**config.mk**
```make
export PLATFORM = sky130hd
export DESIGN_NAME = imem_fetch_sequencer
export DESIGN_NICKNAME = d
export VERILOG_FILES = /design/src/rtl/imem_fetch_sequencer.sv
export SDC_FILE = /design/constraint.sdc
export NUM_CORES = 1
export LEC_CHECK = 0
export BUFFER_PORTS_ARGS = -buffer_cell sky130_fd_sc_hd__clkbuf_2
export CORE_MARGIN = 3
export CORE_UTILIZATION = 39
export DETAILED_ROUTE_END_ITERATION = 10
export PLACE_DENSITY_LB_ADDON = 0.15
export SYNTH_ARGS = -nofsm -noshare
export SYNTH_HDL_FRONTEND = slang
export SYNTH_SLANG_ARGS = --single-unit
```
**constraint.sdc**
```tcl
create_clock -name Clk -period 4 [get_ports Clk]
set_clock_uncertainty 0.1 [all_clocks]
set_input_delay 1.2 -clock Clk [delete_from_list [all_inputs] [get_ports Clk]]
set_output_delay 1.2 -clock Clk [all_outputs]
set_load 0.05 [all_outputs]
```
**src/rtl/imem_fetch_sequencer.sv**
```systemverilog
// imem_fetch_sequencer
// Owns the program counter for a single-cycle-read instruction memory,
// registers each fetched word (with its PC) into a one-entry output stage,
// and hands it to decode over a valid/ready handshake. Also handles
// start/halt control, branch/jump redirects, an out-of-range fault and a
// count of retired fetches.
//
// Handshake: InstrValid is asserted while the output stage holds an entry
// and is never withdrawn until the entry is taken. InstrOut and InstrPC stay
// stable while InstrValid=1 and InstrReady=0. The entry is taken on a rising
// edge where InstrValid && InstrReady; a redirect is the only event that
// discards an entry without that handshake.
module imem_fetch_sequencer #(
    parameter logic [31:0] RESET_PC    = 32'h0000_0000,
    parameter int unsigned DEPTH_WORDS = 128
) (
    input  logic        Clk,
    input  logic        Reset,
    input  logic        Start,
    input  logic        Halt,
    input  logic        RedirectValid,
    input  logic [31:0] RedirectTarget,
    output logic [31:0] ImemAddress,
    input  logic [31:0] ImemInstruction,
    output logic        InstrValid,
    input  logic        InstrReady,
    output logic [31:0] InstrOut,
    output logic [31:0] InstrPC,
    output logic        Busy,
    output logic        FetchFault,
    output logic [31:0] FetchCount,
    output logic [1:0]  debug_state
);

    // First byte address past the end of the instruction memory.
    localparam logic [31:0] PC_LIMIT = 32'(4 * DEPTH_WORDS);

    typedef enum logic [1:0] {
        ST_IDLE   = 2'd0,
        ST_FETCH  = 2'd1,
        ST_HALTED = 2'd2
    } state_t;

    state_t      state;
    state_t      state_next;
    logic [31:0] pc;
    logic [31:0] redirect_pc;
    logic        pc_in_range;
    logic        slot_free;
    logic        handshake;
    logic        load;
    logic        fault_set;
    logic [1:0]  unused_target_lsbs;

    // Instruction addresses are word aligned; the low target bits carry no
    // information and are dropped.
    assign redirect_pc        = {RedirectTarget[31:2], 2'b00};
    assign unused_target_lsbs = RedirectTarget[1:0];

    assign pc_in_range = (pc < PC_LIMIT);
    assign slot_free   = !InstrValid || InstrReady;
    assign handshake   = InstrValid && InstrReady;

    // Next-state and load/fault decisions; Halt outranks Start, and a
    // redirect suppresses both the load and the range check for that cycle.
    always_comb begin
        state_next = state;
        load       = 1'b0;
        fault_set  = 1'b0;
        case (state)
            ST_IDLE: begin
                if (Start && !Halt) begin
                    state_next = ST_FETCH;
                end
            end
            ST_FETCH: begin
                if (Halt) begin
                    state_next = ST_HALTED;
                end else if (!RedirectValid && !pc_in_range) begin
                    state_next = ST_HALTED;
                    fault_set  = 1'b1;
                end else begin
                    // Reaching here without a redirect implies pc is in range.
                    load = slot_free && !RedirectValid;
                end
            end
            ST_HALTED: begin
                if (Start && !Halt && !FetchFault) begin
                    state_next = ST_FETCH;
                end
            end
            default: begin
                state_next = ST_IDLE;
            end
        endcase
    end

    // State register.
    always_ff @(posedge Clk) begin
        if (!Reset) begin
            state <= ST_IDLE;
        end else begin
            state <= state_next;
        end
    end

    // Program counter: a redirect wins over the sequential advance.
    always_ff @(posedge Clk) begin
        if (!Reset) begin
            pc <= RESET_PC;
        end else if (RedirectValid) begin
            pc <= redirect_pc;
        end else if (load) begin
            pc <= pc + 32'd4;
        end
    end

    // Output stage valid flag: flush on redirect, set on load, clear on take.
    always_ff @(posedge Clk) begin
        if (!Reset) begin
            InstrValid <= 1'b0;
        end else if (RedirectValid) begin
            InstrValid <= 1'b0;
        end else if (load) begin
            InstrValid <= 1'b1;
        end else if (handshake) begin
            InstrValid <= 1'b0;
        end
    end

    // Output stage payload: only written by a load, so it holds under stall.
    always_ff @(posedge Clk) begin
        if (!Reset) begin
            InstrOut <= 32'd0;
            InstrPC  <= 32'd0;
        end else if (load) begin
            InstrOut <= ImemInstruction;
            InstrPC  <= pc;
        end
    end

    // Sticky out-of-range fault; only Reset clears it.
    always_ff @(posedge Clk) begin
        if (!Reset) begin
            FetchFault <= 1'b0;
        end else if (fault_set) begin
            FetchFault <= 1'b1;
        end
    end

    // Retired-fetch counter; counts every completed handshake, wrapping.
    always_ff @(posedge Clk) begin
        if (!Reset) begin
            FetchCount <= 32'd0;
        end else if (handshake) begin
            FetchCount <= FetchCount + 32'd1;
        end
    end

    assign ImemAddress = pc;
    assign Busy        = (state == ST_FETCH);
    assign debug_state = state;

endmodule
```
======== Word level (Yosys, flattened, before mapping) ========
Index checks and enable logic that the tools add are counted.
cells by class
  muxes and demuxes ....................... 15
  add/subtract/negate cells ............... 2
  bitwise gates (word level) .............. 1
  order comparisons ....................... 1
  equal/unequal tests ..................... 5
  reduce and logical (&&, ||, !) cells .... 16
operators with widths
  kind                                                   count
  two-way mux 32 bit                                     2
  adder 32 x 1 -> 32 bit, second input constant          1
  adder 32 x 3 -> 32 bit, second input constant          1
  < comparator 32 x 10 -> 1 bit, second input constant   1
  two-way mux 1 bit                                      8
  two-way mux 2 bit                                      4
  one-hot mux 2 bit (3 select lines)                     1
  logical AND 1 bit                                      5
  zero test 1 bit                                        5
  inequality test 2 bit, second input constant           2
  nonzero test 2 bit                                     2
  inequality test 3 x 2 -> 1 bit, second input constant  1
  AND reduction 3 bit                                    1
  == test 2 x 1 -> 1 bit, second input constant          1
  == test 2 bit, second input constant                   1
  zero test 2 bit                                        1
  OR reduction 2 bit                                     1
  logical OR 1 bit                                       1
  NOT 1 bit                                              1
storage, ports and cells
  register bits after elaboration ......... 132
  output and inout port bits .............. 133

======== Depth between registers and ports, before layout ========
Gate-level depths: netlist of the first run.
  word-level depth ........................ 8
  depth in mapped cells ................... 7
  mapped depth without buffers ............ 6

======== Least setup slack after synthesis of the first run ========
No wires, ideal clock.
  path kind ............................... flip-flop to output port
  from .................................... register state[0], in the netlist debug_state[0]
  to ...................................... output Busy
  cell stages (with the launch flop) ...... 2
  setup slack ............................. 1.236 ns
  arrival ................................. 1.464 ns
  cells stage by stage .................... dfxtp_1 -> nor2b_1
on the way
  cells in the longest elaborated chain, start to end .. 1
ends and longest elaborated chain
  item                    RTL line  text
  from (decl)             44        state_t state;
  from (signal assigned)  103       state <= state_next;
  == test 2 x 1 -> 1 bit  161       assign Busy = (state == ST_FETCH);
  to (decl)               29        output logic Busy,
Every way passes these cells.

======== Final worst setup path of the first run ========
  from .................................... input Halt
  to ...................................... register InstrOut[31]
on the way
  cells in the longest elaborated chain, start to end .. 2
ends and longest elaborated chain
  item                  RTL line  text
  from (decl)           20        input logic Halt,
  two-way mux 1 bit     77        if (Halt) begin
  two-way mux 1 bit     70        case (state)
  to (signal assigned)  137       InstrOut <= ImemInstruction;
  to (decl)             27        output logic [31:0] InstrOut,
Every way passes these cells.
A chain may end at the register's enable or synchronous reset.

==> results of run 1 <==
==> path summary, 6_finish.rpt <==
path / start / end / slack [ns]
worst min-delay path: InstrPC[13] / InstrPC[13] / 0.38
worst max-delay path: Halt / InstrOut[31] / 1.38
worst min register to register: InstrPC[13] / InstrPC[13] / 0.38
worst max register to register: ImemAddress[25] / InstrPC[11] / 1.50
==> flip-flops by register name, summed over array words and instances (netlist names) <==
register / count
FetchCount: 32
FetchFault: 1
ImemAddress: 30
InstrOut: 32
InstrPC: 30
InstrValid: 1
debug_state: 2
==> final cells by class <==
type	instances	share of cell area (%)
multi-input combinational	333	32.92
clock inverter	11	2.768
clock buffer	21	6.882
inverter	9	0.5050
sequential	128	38.30
tap	168	3.142
timing repair buffer	200	15.49
==> metal layers <==
metal	share of wire, %	vias up	track usage, %	wire length [um]
met5	0	-	0	0
met4	1.6	0	7.241	191
met3	6.8	18	5.646	823
met2	48	133	28.83	5882
met1	43	1943	20.59	5258
li1	-	2083	-	-
==> layout by cell type (no fill, tap or decap), types with 2 or more instances in the layout <==
cell type     n
nand3_1      16
conb_1        4
nor3_1        6
a211oi_1      2
nand4_1      13
clkbuf_1      2
bufinv_16     5
nand4_4       2
xnor2_1      11
clkbuf_16    17
buf_4         2
or3_1         4
nand2_1      13
o21ai_0      13
clkbuf_2    196
xor2_1       22
mux2i_1      62
a21oi_1      16
and4_1        4
ha_1          2
nor4_2        8
clkbuf_8      2
and3_1       27
nor2_1       96
buf_12        2
dfxtp_1     128
inv_1         8
clkinvlp_4    2
clkinv_2      4
==> through the flow <==
| stage | cell area, sq um | power (uW) |
|---|---|---|
| after floorplan | 4946 | 1495 |
| after global placement | 6045 | 1567 |
| after detailed placement | 6045 | 1570 |
| after CTS | 6690 | 3252 |
| after global routing | 6690 | 3333 |
| final | 6690 | 3210 |
==> cells by family after synthesis <==
kind of cell | share of synthesized area (%)
flops | 51.93
fa+ha+maj | 0.5070
other cells | 0.07599
simple gates | 21.55
xor+xnor | 5.857
buf+inv | 3.803
compound gates | 3.702
mux | 12.58
==> power by group <==
group          internal (uW)  switching (uW)
combinational           68.1             154
clock                   1130             536
sequential              1300            22.2
total                   2500             712
==> out/qor.csv, run 1 <==
stage,metric,value,unit
yosys,"Seq/Total Area, Yosys",51.93,%
die,IO Count,203,
grt,gr usage total,17.33,%
die,Die X,118.5,um
placed_design,IO buf count,196,
timing,Worst Tran Pin Value,0.7397,ns
min_path,Cells on Worst Hold Path,1,
clock_network,Clock Latency Late Sink,0.40,ns
clock_network,cts hold-fix bufs,0,
die,Core ar.,0.01221,sq mm
clock_network,CTS tree,done,
clock_network,total CTS buffers,17,
grt,initial antenna violation count,0,
grt,grt ovf,0,
min_path,HP Class,reg -> reg,
yosys,"Distinct cells, synth",37,
clock_network,maximum clock path buffer count,2,
worst_setup_path,Buf/Inv on CP,2,
yosys,dominant cells by area after synthesis,"dfxtp_1, mux2i_1, nor2_1",
timing,Rel. slew slack,50.54,%
timing,setup TNS,0,ns
grt,pin count of the biggest net entering global routing,95,
timing,RSZ-0062 raised after global routing,no,
finish,Area Overhead vs Synth,35.57,%
timing,fin crit share,65.54,%
run,Max Cap Violations,0,
grt,vias in the first global route,4004,
finish,fin util,54.78,%
worst_setup_path,slowest cell on the critical path,nor3b_2,
worst_setup_path,worst setup path category,in -> reg,
routing,Routed Antenna Nets,0,
finish,layout cells sized above 1,35.19,%
run_status,status,finished clean,
routing,DRT iter0 DRCs,300,
yosys,Post-Synthesis Cells,497,
worst_setup_path,CP top delay family,simple AND/OR/NAND/NOR gates,
worst_setup_path,crit path DAT,2.81,ns
finish,register area,0.002562,sq mm
placed_design,hpwl dp,8737,um
yosys,top_reg_cell synth,dfxtp_1,
timing,Final Max Slew Viols,0,
timing,final hold vios,0,
finish,Layout Nets,761,
worst_setup_path,CP Capture Type,flip-flop,
routing,first-pass detailed-route iteration total,4,
yosys,Yosys warnings,0,
die,Initial Util,40.41,%
yosys,post-synth top area share,51.93,%
yosys,ys async rst share,0,%
routing,Vias,4177,
yosys,Synth Register Bits,128,
clock_network,clock sink count,128,
die,DIE HEIGHT,118.5,um
yosys,most frequent cells after synthesis,"dfxtp_1, nor2_1, mux2i_1",
finish,Multi-input gate area,0.002202,sq mm
timing,worst setup margin,1.378,ns
timing,highest clock rate,0.3814,GHz
power,Static Leak,0.003040,uW
worst_setup_path,Critical Path Max Stage Delay,0.33,ns
grt,first-pass GRT wire length,19820,um
routing,vias per cell,4.801,
worst_setup_path,CP Launch Type,input pin,
timing,final setup fails,0,
routing,Remaining DRCs,0,
die,row cnt,40,
routing,wire per inst,13.97,um
power,PD cells,479.8,mW/mm^2
power,Worst VDD drop,0.2690,mV
timing,post-route minimum period,2.622,ns
placed_design,pre-CTS setup slack,0.9358,ns
clock_network,clk root buf,clkbuf_16,
placed_design,Post-Place Cells,838,
worst_setup_path,cells on worst reg2reg path,5,
clock_network,postcts setup bufs,0,
finish,"non-filler cells, final",870,
worst_setup_path,cell breakdown of the critical path,clkbuf_2 > nor3b_2 > nand4_2 > nor3_4 > buf_12 > mux2i_1 > nor2_1,
worst_setup_path,crit-path max FO,39,
worst_setup_path,Worst Path Required,4.18,ns
clock_network,htree depth,4,
timing,Hold Slack,0.3780,ns
yosys,"count leader, synth",dfxtp_1,
clock_network,post-CTS resize count,0,
finish,fillers,1147,
placed_design,GP Congestion,0.8070,
die,Total Die Area,0.01404,sq mm
yosys,dominant cell type by area after synthesis,dfxtp_1,
finish,Antenna Diode Count,0,
yosys,Syn Area/Cell,9.929,sq um
clock_network,"Reg clk slew, reported paths",0.06,ns
worst_setup_path,cell depth of the worst setup path,7,
routing,Post-Route WL,12160,um
yosys,Syn Std Cell Area,0.004935,sq mm
yosys,Post-synth EDFFs,0,
(Power assumes the default switching activity.)
==> run 2: changes to the inputs <==
- ABC_AREA: default -> 1
- clock period: 4 -> 2.1 ns (I/O delays scaled with it)
==> run 2 against run 1 <==
Critical path depth fell by 6. Non-clock buffer count grew 21. Final cell count increased by 61%. Synthesized cell count increased by 97%. Flip-flop and latch count unchanged. Count of clock-buffer cells in the layout fell by 2.
==> out/qor.csv, run 2 <==
stage,metric,value,unit,change
placed_design,GP Congestion,0.8705,,+7.9%
clock_network,post-CTS resize count,0,,unchanged
power,PD cells,780.1,mW/mm^2,+63%
die,Initial Util,40.38,%,about the same
clock_network,"Reg clk slew, reported paths",0.06,ns,about the same
clock_network,maximum clock path buffer count,2,,unchanged
power,Logic pwr share,9.0,%,+2.1 points
routing,first-pass detailed-route iteration total,5,,+1
grt,grt ovf,0,,unchanged
worst_setup_path,cell breakdown of the critical path,clkbuf_2,,
clock_network,Clock Latency Late Sink,0.41,ns,about the same
grt,vias in the first global route,5801,,+45%
worst_setup_path,CP Launch Type,flip-flop,,
placed_design,IO buf count,196,,unchanged
timing,final setup fails,0,,unchanged
worst_setup_path,CP endpoint,ImemAddress[10],,
power,register share of total power,39.9,%,-1.2 points
run_status,status,finished clean,,
routing,Post-Route WL,17210,um,+42%
finish,Antenna Diode Count,0,,unchanged
die,Total Die Area,0.01747,sq mm,+24%
finish,Post-Layout Inst Area,0.008148,sq mm,+22%
yosys,"count leader, synth",nand2_1,,
power,sw frac,25.56,%,+3.4 points
routing,Routed Antenna Nets,0,,unchanged
timing,setup TNS,0,ns,unchanged
worst_setup_path,Buf/Inv on CP,1,,-1
worst_setup_path,cell depth of the worst setup path,1,,-6
timing,fin crit share,93.52,%,
worst_setup_path,CP top delay family,flip-flops,,
finish,Multi-input gate area,0.002894,sq mm,+31%
yosys,top_reg_cell synth,dfxtp_1,,
die,Die X,132.2,um,+12%
clock_network,htree depth,4,,unchanged
yosys,Post-synth EDFFs,0,,unchanged
clock_network,CTS tree,done,,
clock_network,total CTS buffers,17,,unchanged
worst_setup_path,Critical Path Max Stage Delay,0.48,ns,+0.15 ns
finish,largest registers,"FetchCount (32), InstrOut (32)",,
yosys,post-synth top area share,41.28,%,-11 points
worst_setup_path,r2r startpoint,FetchCount[1],,
routing,Remaining DRCs,0,,unchanged
die,IO Count,203,,unchanged
die,DIE HEIGHT,132.2,um,+12%
timing,post-route minimum period,1.964,ns,
worst_setup_path,reg-to-reg endpoint,FetchCount[16],,
placed_design,hpwl dp,12330,um,+41%
yosys,Syn Std Cell Area,0.006207,sq mm,+26%
finish,"most common cell after layout, fill and taps aside",nand2_1,,
finish,Layout Nets,1249,,+64%
routing,wire per inst,12.28,um,-12%
run,Max Cap Violations,0,,unchanged
die,row cnt,45,,+13%
yosys,"Distinct cells, synth",33,,-11%
timing,RSZ-0062 raised after global routing,no,,
min_path,HP Class,in -> reg,,
timing,Final Max Slew Viols,0,,unchanged
routing,vias per cell,4.514,,-6.0%
yosys,most frequent cells after synthesis,"nand2_1, nor2_1, inv_1",,
yosys,ys async rst share,0,%,unchanged
timing,final hold vios,0,,unchanged
yosys,dominant cell type by area after synthesis,dfxtp_1,,
finish,register area,0.002562,sq mm,unchanged
die,Core ar.,0.01537,sq mm,+26%
worst_setup_path,cells on worst reg2reg path,10,,+5
yosys,dominant cells by area after synthesis,"dfxtp_1, nand2_1, nor2_1",,
placed_design,Post-Place Cells,1369,,+63%
yosys,"Seq/Total Area, Yosys",41.28,%,-11 points
power,clock share of power,51.1,%,-0.9 points
yosys,Synth Register Bits,128,,unchanged
routing,Vias,6324,,+51%
power,internal power,4732,uW,+89%
finish,Area Overhead vs Synth,31.26,%,
clock_network,cts hold-fix bufs,0,,unchanged
timing,highest clock rate,0.5092,GHz,
routing,DRT iter0 DRCs,424,,+41%
worst_setup_path,Worst Path Required,1.37,ns,-2.81 ns
power,final total power,6356,uW,+98%
finish,"non-filler cells, final",1401,,+61%
worst_setup_path,crit path DAT,1.23,ns,-1.58 ns
clock_network,postcts setup bufs,0,,unchanged
timing,Hold Slack,0.3320,ns,-0.04601 ns
power,Static Leak,0.004246,uW,+40%
finish,fillers,1589,,+39%
worst_setup_path,Worst Setup SP,ImemAddress[10],,
yosys,Syn Area/Cell,6.347,sq um,-36%
clock_network,clk root buf,clkbuf_16,,
worst_setup_path,slowest cell on the critical path,dfxtp_1,,
clock_network,clock sink count,128,,unchanged
yosys,Post-Synthesis Cells,978,,+97%
finish,"commonest non-fill, non-tap cells in the layout","nand2_1, nor2_1, clkbuf_2",,
grt,first-pass GRT wire length,28400,um,+43%
power,Worst VDD drop,0.5056,mV,+88%
grt,initial antenna violation count,0,,unchanged
placed_design,Placed Area,0.007495,sq mm,+24%
timing,Rel. slew slack,66.41,%,+16 points
power,P_sw,1625,uW,+130%
worst_setup_path,crit-path max FO,7,,-82%
worst_setup_path,worst setup path category,reg -> out,,
yosys,Yosys warnings,0,,unchanged
worst_setup_path,R2R Setup Slk,0.21,ns,-1.29 ns
finish,layout cells sized above 1,22.44,%,-13 points
grt,pin count of the biggest net entering global routing,63,,-34%
timing,Worst Tran Pin Value,0.5033,ns,-0.2364 ns
worst_setup_path,CP Capture Type,output port,,
grt,gr usage total,19.52,%,+2.2 points
-- run 2: stage by stage --
step                util (%)  setup slack [ns]
finish                 53.01            0.1360
global route           53.01           0.01013
CTS                    53.01            0.1221
detailed placement     48.76           0.01969
global placement       48.76           0.03383
floorplan                  -           0.03001
-- run 2: worst min path at each step --
stage	start	endpoint	slack (ns)	cells past startpoint
floorplan	InstrPC[10]	InstrPC[10]	0.58	2
global placement	InstrPC[17]	InstrPC[17]	0.34	2
detailed placement	InstrPC[28]	InstrPC[28]	0.34	2
CTS	ImemInstruction[7]	InstrOut[7]	0.32	3
global route	ImemInstruction[28]	InstrOut[28]	0.33	3
finish	ImemInstruction[15]	InstrOut[15]	0.33	3
-- run 2: tightest hold or removal path, cell delays in order --
cell,delay [ns]
clkbuf_2,0.07
nor2_1,0.03
nor2_1,0.08
-- run 2: area by class of cell --
cell class                      instances  share of cell area [%]
Inverter                              144                   6.634
Clock inverter                         13                   2.457
Sequential cell                       128                   31.45
Multi-Input combinational cell        665                   35.52
Timing Repair Buffer                  221                   15.14
Tap cell                              211                   3.240
Clock buffer                           19                   5.559
-- run 2: power by group through the flow --
stage	clock, uW	sequential, uW	combinational [uW]
3_5_place_dp	0	2590	576
2_1_floorplan	0	2730	247
6_report	3250	2530	574
3_3_place_gp	0	2590	574
5_1_grt	3440	2540	631
4_1_cts	3320	2530	579
-- run 2: logic make-up (layout without fill, tap and decap cells) --
group,after synthesis,count (layout),synth area share (%)
AO/OA/AOI/OAI,60,60,5.080
XOR/XNOR,4,4,0.5643
adder cells (fa/ha/maj),2,2,0.4031
buffers and inverters,188,397,12.46
flip-flops,128,128,41.28
multiplexers,8,8,1.290
other,1,4,0.06041
AND/OR/NAND/NOR,587,587,38.86
-- run 2: layer usage --
| layer | GRT usage [%] | wire (um) | vias up |
|---|---|---|---|
| met4 | 6.243 | 272 | 0 |
| met2 | 28.93 | 7239 | 178 |
| met3 | 6.450 | 1347 | 18 |
| met1 | 26.85 | 8351 | 2746 |
| li1 | - | - | 3382 |
| met5 | 0 | 0 | - |
==> run 3: changes to the inputs <==
- PLACE_DENSITY_LB_ADDON: 0.15 -> 0.12
==> run 3 against run 2 <==
Wire length decreased by 0.17%. Sequential power hardly changed. Critical path type unchanged. Flip-flop and latch count is the same. Combinational power increased by 1%. Clock power down 15%. Non-clock buffer count increased by 3. Worst setup slack worse by 0.063 ns. Maximum frequency shrank 3.1%. Count of clock-buffer cells in the layout down 2. Hold slack worse by 0.0024 ns.
==> out/qor.csv, run 3 (synthesis results as in run 2) <==
stage,metric,value,unit,change
worst_setup_path,Worst Path Required,1.37,ns,about the same
grt,grt ovf,0,,unchanged
power,P_sw,1660,uW,+2.1%
die,row cnt,45,,unchanged
grt,initial antenna violation count,1,,+1
routing,DRT iter0 DRCs,309,,-27%
worst_setup_path,crit-path max FO,4,,-3
min_path,HP Class,in -> reg,,
clock_network,"Reg clk slew, reported paths",0.06,ns,about the same
finish,fillers,1614,,+1.6%
timing,RSZ-0062 raised after global routing,no,,
power,Static Leak,0.004211,uW,-0.81%
die,Core ar.,0.01537,sq mm,unchanged
routing,Routed Antenna Nets,0,,unchanged
finish,Area Overhead vs Synth,29.77,%,
power,internal power,4195,uW,-11%
worst_setup_path,CP Launch Type,flip-flop,,
placed_design,GP Congestion,0.8449,,-2.9%
routing,Remaining DRCs,0,,unchanged
clock_network,clock sink count,128,,unchanged
grt,pin count of the biggest net entering global routing,81,,+29%
routing,first-pass detailed-route iteration total,5,,unchanged
worst_setup_path,CP Capture Type,output port,,
die,IO Count,203,,unchanged
power,sw frac,28.34,%,+2.8 points
run_status,status,finished clean,,
timing,setup TNS,0,ns,unchanged
routing,vias per cell,4.474,,-0.88%
finish,"non-filler cells, final",1404,,+0.21%
clock_network,htree depth,4,,unchanged
routing,Post-Route WL,17180,um,-0.17%
clock_network,clk root buf,clkbuf_16,,
grt,gr usage total,20.00,%,+0.48 points
worst_setup_path,worst setup path category,reg -> out,,
die,Initial Util,40.38,%,unchanged
power,Worst VDD drop,0.5080,mV,+0.48%
worst_setup_path,crit path DAT,1.30,ns,+0.07 ns
routing,Vias,6282,,-0.66%
clock_network,maximum clock path buffer count,2,,unchanged
finish,layout cells sized above 1,22.72,%,+0.28 points
grt,vias in the first global route,5961,,+2.8%
placed_design,hpwl dp,12480,um,+1.2%
clock_network,Clock Latency Late Sink,0.41,ns,about the same
finish,"most common cell after layout, fill and taps aside",nand2_1,,
run,Max Cap Violations,0,,unchanged
clock_network,CTS tree,done,,
finish,Layout Nets,1252,,+0.24%
finish,largest registers,"FetchCount (32), InstrOut (32)",,
clock_network,cts hold-fix bufs,0,,unchanged
power,clock share of power,46.9,%,-4.2 points
placed_design,IO buf count,196,,unchanged
finish,Post-Layout Inst Area,0.008055,sq mm,-1.1%
timing,Final Max Slew Viols,0,,unchanged
finish,fin util,52.41,%,-0.60 points
finish,"commonest non-fill, non-tap cells in the layout","nand2_1, nor2_1, clkbuf_2",,
finish,Antenna Diode Count,0,,unchanged
die,DIE HEIGHT,132.2,um,unchanged
timing,fin crit share,96.54,%,+3.0 points
timing,final setup fails,0,,unchanged
die,Total Die Area,0.01747,sq mm,unchanged
power,register share of total power,43.2,%,+3.3 points
timing,post-route minimum period,2.027,ns,+0.06343 ns
clock_network,total CTS buffers,17,,unchanged
power,Logic pwr share,9.9,%,+0.9 points
power,PD cells,726.9,mW/mm^2,-6.8%
routing,wire per inst,12.24,um,-0.39%
placed_design,Placed Area,0.007505,sq mm,+0.13%
timing,final hold vios,0,,unchanged
clock_network,postcts setup bufs,0,,unchanged
timing,highest clock rate,0.4932,GHz,-3.1%
die,Die X,132.2,um,unchanged
grt,first-pass GRT wire length,28990,um,+2.1%
placed_design,Post-Place Cells,1372,,+0.22%
## run 3: cell count changes in the layout (fill, tap and decap cells not counted)
| cell | delta |
|---|---|
| buf_12 | -1 |
| buf_4 | +4 |
| bufinv_16 | -4 |
| clkbuf_8 | -2 |
| clkinv_2 | +3 |
| clkinv_4 | +1 |
| dfxtp_1 | -1 |
| dfxtp_2 | +1 |
| inv_6 | +1 |
| inv_8 | +1 |
## run 3: area by class of cell
cell class / instances / area, sq um / share of cell area, %
flip-flops and latches: 128 / 2564 / 31.83
clock buffers: 17 / 425.4 / 5.281
well taps: 211 / 264.0 / 3.277
clock inverters: 15 / 123.9 / 1.538
repair buffers: 224 / 1244 / 15.44
multi-input cells: 665 / 2894 / 35.93
inverters: 144 / 540.5 / 6.710
## run 3: repair_timing
action	CTS	global route
setup endpoints to repair	0	1
gates resized for setup	0	1
endpoints found under the hold margin	0	0
## run 3: worst max-delay path, stage by stage (launching register included)
cell	delay [ns]
dfxtp_1	0.37
inv_1	0.10
nor2_2	0.13
clkbuf_2	0.30
## run 3: stage by stage
stage / total power [uW] / hold slack, ns / worst slack (ns)
after global routing: 6114 / 0.3259 / 0.01472
after CTS: 5941 / 0.3155 / 0.04052
after floorplan: 2978 / 0.5819 / 0.03001
final: 5855 / 0.3296 / 0.07256
after global placement: 3164 / 0.3424 / 0.0002176
after detailed placement: 3166 / 0.3451 / -0.01673
## run 3: path summary, 6_finish.rpt
path / startpoint / slack (ns) / endpoint / cells past startpoint
hold reg to reg: InstrPC[15] / 0.35 / InstrPC[15] / 2
setup reg to reg: FetchCount[1] / 0.26 / FetchCount[28] / 8
setup / recovery: debug_state[0] / 0.07 / Busy / 3
hold / removal: ImemInstruction[27] / 0.33 / InstrOut[27] / 3
## run 3: layer usage
layer	GRT usage, %	share of wire (%)	vias to the layer above
li1	-	-	3380
met1	26.40	47	2727
met4	5.368	0.88	2
met5	0	0.076	-
met3	7.939	7.7	14
met2	30.50	44	159
## run 3: power groups by stage
stage,clock network (uW),logic [uW],registers [uW]
2_1_floorplan,0,247,2730
3_3_place_gp,0,581,2580
3_5_place_dp,0,583,2580
4_1_cts,2830,585,2530
5_1_grt,2940,640,2540
6_report,2750,580,2530
